`src/rtl/silife_spi_master_ng_if.sv`:
```
// rtl/silife_spi_master_ng_if.sv - Control-side handshake bundle between the control FSM and the SPI master
interface silife_spi_master_ng_if #(
   parameter int WIDTH     = 16,
   parameter int NUM_CS    = 1,
   parameter int DIV_WIDTH = 8,
   parameter int CS_IDX_W  = (NUM_CS > 1) ? $clog2(NUM_CS) : 1
);
   logic [WIDTH-1:0]     i_word;
   logic                 i_start;
   logic [CS_IDX_W-1:0]  i_cs_index;
   logic                 i_cpol;
   logic                 i_cpha;
   logic                 i_lsb_first;
   logic [DIV_WIDTH-1:0] i_half_div;
   logic                 i_hold_cs;
   logic                 o_busy;
   logic                 o_done;
   logic [WIDTH-1:0]     o_rdata;

   modport master (
      output i_word, i_start, i_cs_index, i_cpol, i_cpha, i_lsb_first, i_half_div, i_hold_cs,
      input  o_busy, o_done, o_rdata
   );

   modport slave (
      input  i_word, i_start, i_cs_index, i_cpol, i_cpha, i_lsb_first, i_half_div, i_hold_cs,
      output o_busy, o_done, o_rdata
   );
endinterface

```
`src/rtl/silife_spi_master_ng.sv`:
```
// rtl/silife_spi_master_ng.sv - Full-duplex SPI master with runtime CPOL/CPHA, bit order, divider and CS hold
module silife_spi_master_ng #(
   parameter int WIDTH     = 16,
   parameter int NUM_CS    = 1,
   parameter int DIV_WIDTH = 8,
   parameter int CS_IDX_W  = (NUM_CS > 1) ? $clog2(NUM_CS) : 1
) (
   input  logic                  clk,
   input  logic                  reset,
   silife_spi_master_ng_if.slave ctrl,
   input  logic                  i_miso,
   output logic                  o_sck,
   output logic                  o_mosi,
   output logic [NUM_CS-1:0]     o_cs_n
);
   localparam int HP_W = $clog2(2 * WIDTH + 1);
   localparam logic [HP_W-1:0] HP_LAST     = HP_W'(2 * WIDTH);
   localparam logic [HP_W-1:0] HP_LAST_BIT = HP_W'(2 * WIDTH - 1);

   typedef enum logic [1:0] {IDLE, SETUP, SHIFT, HOLD} state_t;

   state_t               state_q, state_d;
   logic [DIV_WIDTH-1:0] div_q, div_d, d_q, d_d;
   logic [HP_W-1:0]      hp_q, hp_d;
   logic [WIDTH-1:0]     tx_q, tx_d, rx_q, rx_d, rdata_q, rdata_d;
   logic                 cpol_q, cpol_d, cpha_q, cpha_d, lsb_q, lsb_d;
   logic                 hold_q, hold_d, valid_q, valid_d, held_q, held_d;
   logic                 sck_q, sck_d, mosi_q, mosi_d, done_q, done_d;
   logic [NUM_CS-1:0]    cs_n_q, cs_n_d;
   logic                 phase_end, edge_en, leading, sample, shift_out, sel_valid;

   always_ff @(posedge clk) begin
      if (reset) begin
         state_q <= IDLE;
         div_q   <= '0;
         d_q     <= DIV_WIDTH'(1);
         hp_q    <= '0;
         tx_q    <= '0;
         rx_q    <= '0;
         rdata_q <= '0;
         cpol_q  <= 1'b0;
         cpha_q  <= 1'b0;
         lsb_q   <= 1'b0;
         hold_q  <= 1'b0;
         valid_q <= 1'b0;
         held_q  <= 1'b0;
         sck_q   <= 1'b0;
         mosi_q  <= 1'b0;
         done_q  <= 1'b0;
         cs_n_q  <= '1;
      end else begin
         state_q <= state_d;
         div_q   <= div_d;
         d_q     <= d_d;
         hp_q    <= hp_d;
         tx_q    <= tx_d;
         rx_q    <= rx_d;
         rdata_q <= rdata_d;
         cpol_q  <= cpol_d;
         cpha_q  <= cpha_d;
         lsb_q   <= lsb_d;
         hold_q  <= hold_d;
         valid_q <= valid_d;
         held_q  <= held_d;
         sck_q   <= sck_d;
         mosi_q  <= mosi_d;
         done_q  <= done_d;
         cs_n_q  <= cs_n_d;
      end
   end

   always_comb begin
      state_d   = state_q;
      div_d     = div_q;
      d_d       = d_q;
      hp_d      = hp_q;
      tx_d      = tx_q;
      rx_d      = rx_q;
      rdata_d   = rdata_q;
      cpol_d    = cpol_q;
      cpha_d    = cpha_q;
      lsb_d     = lsb_q;
      hold_d    = hold_q;
      valid_d   = valid_q;
      held_d    = held_q;
      sck_d     = sck_q;
      mosi_d    = mosi_q;
      done_d    = 1'b0;
      cs_n_d    = cs_n_q;
      edge_en   = 1'b0;
      leading   = 1'b0;
      sample    = 1'b0;
      shift_out = 1'b0;
      sel_valid = 32'(ctrl.i_cs_index) < 32'(NUM_CS);
      phase_end = (div_q == d_q - DIV_WIDTH'(1));

      case (state_q)
         IDLE: begin
            // A held CS pins SCK to the polarity its frame was started with
            if (!held_q) sck_d = ctrl.i_cpol;
            if (ctrl.i_start) begin
               state_d = SETUP;
               div_d   = '0;
               hp_d    = '0;
               rx_d    = '0;
               d_d     = (ctrl.i_half_div == '0) ? DIV_WIDTH'(1) : ctrl.i_half_div;
               cpol_d  = ctrl.i_cpol;
               cpha_d  = ctrl.i_cpha;
               lsb_d   = ctrl.i_lsb_first;
               hold_d  = ctrl.i_hold_cs;
               valid_d = sel_valid;
               sck_d   = ctrl.i_cpol;
               for (int i = 0; i < NUM_CS; i++)
                  cs_n_d[i] = !(sel_valid && (32'(ctrl.i_cs_index) == 32'(i)));
               if (!ctrl.i_cpha) begin
                  mosi_d = ctrl.i_lsb_first ? ctrl.i_word[0] : ctrl.i_word[WIDTH-1];
                  tx_d   = ctrl.i_lsb_first ? {1'b0, ctrl.i_word[WIDTH-1:1]}
                                            : {ctrl.i_word[WIDTH-2:0], 1'b0};
               end else begin
                  tx_d = ctrl.i_word;
               end
            end
         end
         SETUP: begin
            if (phase_end) begin
               div_d   = '0;
               edge_en = 1'b1;
               state_d = SHIFT;
            end else begin
               div_d = div_q + DIV_WIDTH'(1);
            end
         end
         SHIFT: begin
            if (phase_end) begin
               div_d = '0;
               if (hp_q == HP_LAST) state_d = HOLD;
               else                 edge_en = 1'b1;
            end else begin
               div_d = div_q + DIV_WIDTH'(1);
            end
         end
         HOLD: begin
            if (phase_end) begin
               div_d   = '0;
               state_d = IDLE;
               done_d  = 1'b1;
               rdata_d = rx_q;
               held_d  = hold_q && valid_q;
               if (!hold_q) cs_n_d = '1;
            end else begin
               div_d = div_q + DIV_WIDTH'(1);
            end
         end
         default: state_d = IDLE;
      endcase

      // hp_q counts SCK edges already made, so an even count means this edge is a leading one
      if (edge_en) begin
         sck_d     = ~sck_q;
         hp_d      = hp_q + HP_W'(1);
         leading   = !hp_q[0];
         sample    = cpha_q ? !leading : leading;
         shift_out = cpha_q ? leading : (!leading && (hp_q != HP_LAST_BIT));
         if (sample)
            rx_d = lsb_q ? {i_miso, rx_q[WIDTH-1:1]} : {rx_q[WIDTH-2:0], i_miso};
         if (shift_out) begin
            mosi_d = lsb_q ? tx_q[0] : tx_q[WIDTH-1];
            tx_d   = lsb_q ? {1'b0, tx_q[WIDTH-1:1]} : {tx_q[WIDTH-2:0], 1'b0};
         end
      end
   end

   assign o_sck        = sck_q;
   assign o_mosi       = mosi_q;
   assign o_cs_n       = cs_n_q;
   assign ctrl.o_busy  = (state_q != IDLE);
   assign ctrl.o_done  = done_q;
   assign ctrl.o_rdata = rdata_q;
endmodule

```
`src/flat_wrapper.sv`:
```
// flat-port wrapper written by rule: the top's interface ports become plain ports
module silife_spi_master_ng_flat 
#(
   parameter int WIDTH     = 16,
   parameter int NUM_CS    = 1,
   parameter int DIV_WIDTH = 8,
   parameter int CS_IDX_W  = (NUM_CS > 1) ? $clog2(NUM_CS) : 1
)
  (clk, reset, i_miso, o_sck, o_mosi, o_cs_n, ctrl_i_word, ctrl_i_start, ctrl_i_cs_index, ctrl_i_cpol, ctrl_i_cpha, ctrl_i_lsb_first, ctrl_i_half_div, ctrl_i_hold_cs, ctrl_o_busy, ctrl_o_done, ctrl_o_rdata);
  silife_spi_master_ng_if #(.WIDTH(WIDTH), .NUM_CS(NUM_CS), .DIV_WIDTH(DIV_WIDTH), .CS_IDX_W(CS_IDX_W)) ctrl_i ();
  input  logic clk;
  input  logic reset;
  input  logic i_miso;
  output logic o_sck;
  output logic o_mosi;
  output logic [NUM_CS-1:0] o_cs_n;
  input wire logic [$bits(ctrl_i.i_word)-1:0] ctrl_i_word;
  input wire logic [$bits(ctrl_i.i_start)-1:0] ctrl_i_start;
  input wire logic [$bits(ctrl_i.i_cs_index)-1:0] ctrl_i_cs_index;
  input wire logic [$bits(ctrl_i.i_cpol)-1:0] ctrl_i_cpol;
  input wire logic [$bits(ctrl_i.i_cpha)-1:0] ctrl_i_cpha;
  input wire logic [$bits(ctrl_i.i_lsb_first)-1:0] ctrl_i_lsb_first;
  input wire logic [$bits(ctrl_i.i_half_div)-1:0] ctrl_i_half_div;
  input wire logic [$bits(ctrl_i.i_hold_cs)-1:0] ctrl_i_hold_cs;
  output wire logic [$bits(ctrl_i.o_busy)-1:0] ctrl_o_busy;
  output wire logic [$bits(ctrl_i.o_done)-1:0] ctrl_o_done;
  output wire logic [$bits(ctrl_i.o_rdata)-1:0] ctrl_o_rdata;
  assign ctrl_i.i_word = ctrl_i_word;
  assign ctrl_i.i_start = ctrl_i_start;
  assign ctrl_i.i_cs_index = ctrl_i_cs_index;
  assign ctrl_i.i_cpol = ctrl_i_cpol;
  assign ctrl_i.i_cpha = ctrl_i_cpha;
  assign ctrl_i.i_lsb_first = ctrl_i_lsb_first;
  assign ctrl_i.i_half_div = ctrl_i_half_div;
  assign ctrl_i.i_hold_cs = ctrl_i_hold_cs;
  assign ctrl_o_busy = ctrl_i.o_busy;
  assign ctrl_o_done = ctrl_i.o_done;
  assign ctrl_o_rdata = ctrl_i.o_rdata;
  silife_spi_master_ng #(.WIDTH(WIDTH), .NUM_CS(NUM_CS), .DIV_WIDTH(DIV_WIDTH), .CS_IDX_W(CS_IDX_W)) u_core (.clk(clk), .reset(reset), .ctrl(ctrl_i), .i_miso(i_miso), .o_sck(o_sck), .o_mosi(o_mosi), .o_cs_n(o_cs_n));
endmodule
```
`config.mk`:
```
export PLATFORM = sky130hd
export DESIGN_NAME = silife_spi_master_ng_flat
export DESIGN_NICKNAME = d
export VERILOG_FILES = /design/src/rtl/silife_spi_master_ng_if.sv /design/src/rtl/silife_spi_master_ng.sv /design/src/flat_wrapper.sv
export SDC_FILE = /design/constraint.sdc
export NUM_CORES = 1
export LEC_CHECK = 0
export CORE_MARGIN = 10
export CORE_UTILIZATION = 23
export CTS_BUF_LIST = sky130_fd_sc_hd__clkbuf_2 sky130_fd_sc_hd__clkbuf_4 sky130_fd_sc_hd__clkbuf_8
export CTS_CLUSTER_DIAMETER = 200
export DETAILED_ROUTE_END_ITERATION = 10
export PLACE_DENSITY = 0.45
export SYNTH_ARGS = -nofsm -noshare
export SYNTH_HDL_FRONTEND = slang
export SYNTH_SLANG_ARGS = --single-unit
```
`constraint.sdc`:
```
create_clock -name clk -period 2.6 [get_ports clk]
set_input_delay 0.39 -clock clk [delete_from_list [all_inputs] [get_ports clk]]
set_output_delay 0.39 -clock clk [all_outputs]
set_load 0.05 [all_outputs]
```
# [Word level (Yosys, flattened, before mapping)]
# Cells that the tools add are included.
[totals] reg_bits=81 input_bits=33 out_inout_bits=21 elab_cells=101
[op_classes] add_sub_neg=3 n_lt_le_gt_ge=1 n_eq_ne=13 mux=46 bitwise=3 n_reduce_logical=19
[op_table] op="16-bit two-way mux" n=12
[op_table] op="8-bit two-way mux" n=3
[op_table] op="1-bit two-way mux" n=19
[op_table] op="6-bit two-way mux" n=3
[op_table] op="8-bit case mux with 2 select lines" n=1
[op_table] op="2-bit two-way mux" n=5
[op_table] op="8-bit by 1-bit adder with 8-bit output (second input constant)" n=1
[op_table] op="8-bit equality test" n=1
[op_table] op="8-bit logical NOT" n=1
[op_table] op="2-bit by 1-bit != test with 1-bit output (second input constant)" n=4
[op_table] op="2-bit case mux with 4 select lines" n=1
[op_table] op="2-bit AND reduction" n=4
[op_table] op="2-bit nonzero test" n=4
[op_table] op="8-bit by 1-bit subtractor with 8-bit output (second input constant)" n=1
[op_table] op="6-bit by 1-bit adder with 6-bit output (second input constant)" n=1
[op_table] op="6-bit equality test (second input constant)" n=1
[op_table] op="6-bit by 5-bit != test with 1-bit output (second input constant)" n=1
[op_table] op="5-bit AND reduction" n=1
[op_table] op="2-bit equality test (second input constant)" n=2
[op_table] op="2-bit != test (second input constant)" n=2
[op_table] op="1-bit case mux with 2 select lines" n=2
[op_table] op="4-bit AND reduction" n=1
[op_table] op="1-bit logical AND" n=3
[op_table] op="3-bit != test (second input constant)" n=1
[op_table] op="7 further kinds" n=10

# [Depth between registers and ports, before layout]
[depth] ltp_word=6 ltp_mapped=10 ltp_nobuf=8

# [Worst setup path after synthesis]
# No wires, ideal clock.
[synth_path] path_kind="reg2reg" startpoint="register u_core.d_q[0]" endpoint="register u_core.tx_q[10]" setup_ns=0.121 arrival_time_ns=2.256 required_time_ns=2.479 setup_slack_ns=0.222 path_stages_with_launch=11 n_path_buf=2 synth_period_minus_slack_ns=2.378 cell_sequence="dfxtp_1 -> inv_1 -> ha_1 -> or3b_4 -> or3_1 -> nand2_2 -> nor4_4 -> buf_6 -> nand3_4 -> buf_6 -> mux2_4"
[synth_between] elab_chain_cells=5 word_cells_on_any_way=6 classes_between="add/sub (1); eq/ne (1); mux (4)"
[synth_lines] element="from (decl)" line_no="silife_spi_master_ng.sv:23" source="logic [DIV_WIDTH-1:0] div_q, div_d, d_q, d_d;"
[synth_lines] element="from (signal assigned)" line_no="silife_spi_master_ng.sv:36" source="d_q <= DIV_WIDTH'(1);"
[synth_lines] element="from (signal assigned)" line_no="silife_spi_master_ng.sv:54" source="d_q <= d_d;"
[synth_lines] element="8-bit by 1-bit subtractor with 8-bit output (*)" line_no="silife_spi_master_ng.sv:95" source="phase_end = (div_q == d_q - DIV_WIDTH'(1));"
[synth_lines] element="8-bit equality test (*)" line_no="silife_spi_master_ng.sv:95"
[synth_lines] element="1-bit two-way mux, on equally long branches" line_no="silife_spi_master_ng.sv:134, silife_spi_master_ng.sv:125"
[synth_lines] element="1-bit case mux with 2 select lines (*)" line_no="silife_spi_master_ng.sv:97" source="case (state_q)"
[synth_lines] element="16-bit two-way mux (*)" line_no="silife_spi_master_ng.sv:158" source="if (edge_en) begin"
[synth_lines] element="to (signal assigned)" line_no="silife_spi_master_ng.sv:56" source="tx_q <= tx_d;"
[synth_lines] element="to (decl)" line_no="silife_spi_master_ng.sv:25" source="logic [WIDTH-1:0] tx_q, tx_d, rx_q, rx_d, rdata_q, rdata_d;"
# Every way passes the cells marked *; elsewhere a longest branch is shown, timed or not.
# A chain may end at the register's enable or synchronous reset.

# [Worst setup path after layout]
[layout_path] startpoint="register u_core.d_q[0]" endpoint="register u_core.tx_q[14]"
# Same word-level chain as after synthesis.

==> reports/metrics.csv <==
metric,value,unit
max_freq,411,MHz
port-buffer-count,53,
cts_buffers,9,
clk_pin_slew,80,ps
gp_congestion,0.795,
ys_async_sr_fraction,0,%
coreArea,20200,um^2
cts_tree,done,
row_count,52,
antennaDiodeCount,0,
avgSynthCellArea,8.54,um^2
max_stage_delay,420,ps
finalCriticalPeriod,2430,ps
finalSetupViolCount,0,
synth_area_leader_cell,dfxtp_1,
ys_warn_count,0,
synthTopCellsByArea,"dfxtp_1 (34%), mux2i_1 (14%), nand2_1 (6.1%), mux2_2 (5.5%), nor2_1 (4.9%)",
drv_slew,0,
min_path_cells,2,
drc,0,
place_hpwl,8900,um
fin_nets,643,
syn-num-nets,594,
die_x,163,um
rsz0062_at_grt,false,
synth_area,4720,um^2
cts.sinks,81,
critPathSlowestCell,or3b_4,
grt_pass1_wl,20500,um
hold_ws,416,ps
maxCapViolCount,0,
pin_count,54,
grt_usage,9.29,%
path_max_fanout,17,
die_height,163,um
p_leak,2.29,nW
path_class,reg2reg,
r2r_cells,9,
first_iter_violations,142,
startpoint_type,flop,
viasPerCell,4.59,
min_path_type,in2reg,
dpl_cell_area,5590,um^2
fin_area,5820,um^2
cts-root-buf,clkbuf_8,
initial_utilization,23.3,%
ys.flop_type,dfxtp_1,
die-area,26600,um^2
drt-wirelength-per-cell,14.0,um
critical_path_required,2860,ps
ys_seq_elements,81,
status,completed,
drive_gt1_share,13.9,%
crit_arrival,2690,ps
drtAntennaViolNets,0,
grt_max_degree,55,
synth_edf_count,0,
clock_skew,20.6,ps
overflow,0,
period_share,93.6,%
power_density,635,nW/um^2
syn2layout_area_growth,23.4,%
slew_headroom,61.4,%
synth_top_area_share,34.4,%
end_kind,flop,
dr.pass1.iters,4,
antenna_found_initial,0,
cts_buffer_depth,2,
fin_tns_setup,0,ps
worst_ir_drop_vdd,0.223,mV
grt_pass1_vias,4005,
yosysSeqAreaShare,34.4,%
crit_chain,inv_1 > ha_1 > or3b_4 > o21ai_2 > nand2_2 > nor4_4 > nand3_4 > buf_12 > mux2_4,
finalHoldViolations,0,
netlist_instances,552,
htree_num_levels,3,
insertion_delay,380,ps
wl,12300,um
yosysUniqueCellTypes,53,
vias,4019,
tightest_slew,579,ps
[cells by family after synthesis]
group	after synthesis	synth area share (%)
DFF	81	34.4
adders and majority gates	9	2.39
and+or+nand+nor	221	23.3
muxes	98	22.5
buffers and inverters	46	4.32
xor gates and xnor gates	13	2.41
AOI/OAI and AO/OA	84	10.7
[placed cells by master, fill, tap and decap left out, drive strengths merged, types with 3 or more instances in the layout]
cell type	instances
dfxtp	81
nand4	6
xor2	10
nand3b	3
nand2	78
xnor2	3
nand3	10
and3	3
o21ai	20
o211ai	9
nand2b	11
ha	9
a31oi	3
clkbuf	10
inv	12
mux2i	65
nor2b	3
nor3	13
mux2	33
nor2	61
o31ai	3
nor3b	22
a21oi	33
clkdlybuf4s50	51
buf	24
[timing repair]
| item | CTS | global route |
|---|---|---|
| buffers inserted | 0 | 2 |
| pin swaps | 1 | 2 |
| hold buffers | 0 | 0 |
| setup endpoints to repair | 1 | 58 |
| cloned | 0 | 0 |
| resized for setup | 0 | 3 |
[cell usage after synthesis (2+ instances only)]
master	n
dfxtp_1	81
nand2_1	77
mux2i_1	65
nor2_1	61
a21oi_1	33
clkbuf_1	26
mux2_2	23
nor3b_1	22
o21ai_0	18
nor3_1	13
nand2b_1	11
mux2_4	10
xor2_1	10
ha_1	9
nand3_1	9
o211ai_1	9
inv_1	8
nand4_1	5
buf_1	4
buf_2	4
a31oi_1	3
and3_1	3
buf_6	3
nand3b_1	3
nor2b_1	3
o31ai_1	3
xnor2_1	3
a211oi_1	2
a21o_1	2
a221oi_1	2
and2_1	2
o21bai_1	2
o22ai_1	2
or3_1	2
[path summary, 6_finish.rpt]
path	slack (ps)	end	startpoint
worst min register to register	460	u_core.held_q	u_core.held_q
worst min-delay path	420	u_core.lsb_q	reset
worst max-delay path	170	u_core.tx_q[14]	u_core.d_q[0]
worst max register to register	170	u_core.tx_q[14]	u_core.d_q[0]
[stage by stage]
| stage | utilization [%] | total power, mW | setup slack [ps] | instances |
|---|---|---|---|---|
| final | 28.8 | 3.69 | 166 | 876 |
| after global routing | 28.8 | 3.94 | 14.1 | 876 |
| after CTS | 28.5 | 3.74 | 18.8 | 874 |
| after detailed placement | 27.6 | 2.81 | 14.9 | 858 |
| after global placement | 27.6 | 2.78 | 116 | 858 |
| after floorplan | - | 2.37 | 222 | 552 |
[area by class of cell]
type / instances / area (um^2)
Sequential cell: 81 / 1620
Inverter: 8 / 30.0
Tap cell: 270 / 338
Fill cell: 2142 / 14400
Timing Repair Buffer: 76 / 741
Clock inverter: 6 / 48.8
Multi-Input combinational cell: 425 / 2910
Clock buffer: 10 / 131
[flip-flops by register name, indices dropped and copies added, names as in the netlist, 2 cells and up]
name and cells:
u_core.ctrl.o_rdata 16, u_core.rx_q 16, u_core.tx_q 16, u_core.d_q 8, u_core.div_q 8, u_core.hp_q 6, u_core.state_q 2
[worst max-delay path, delay by kind of cell, from the launching register on]
family | cells | cell delay (ps)
muxes | 1 | 300
AOI/OAI and AO/OA | 1 | 180
buffers and inverters | 2 | 270
DFF | 1 | 350
adders and majority gates | 1 | 230
and+or+nand+nor | 4 | 1000
[layer usage]
layer  vias up  routed length [um]  GRT usage, %
met1      1916                5830          11.4
met5         -                   0             0
li1       2031                   -             -
met4         0                 153          3.07
met3        13                 473          2.62
met2        59                5850          15.3
[report_power, final]
part	internal, mW	total, mW	switching (mW)
Combinational	0.553	1.35	0.799
Clock	0.372	0.900	0.528
Sequential	1.34	1.44	0.101
(Power assumes the default switching activity.)
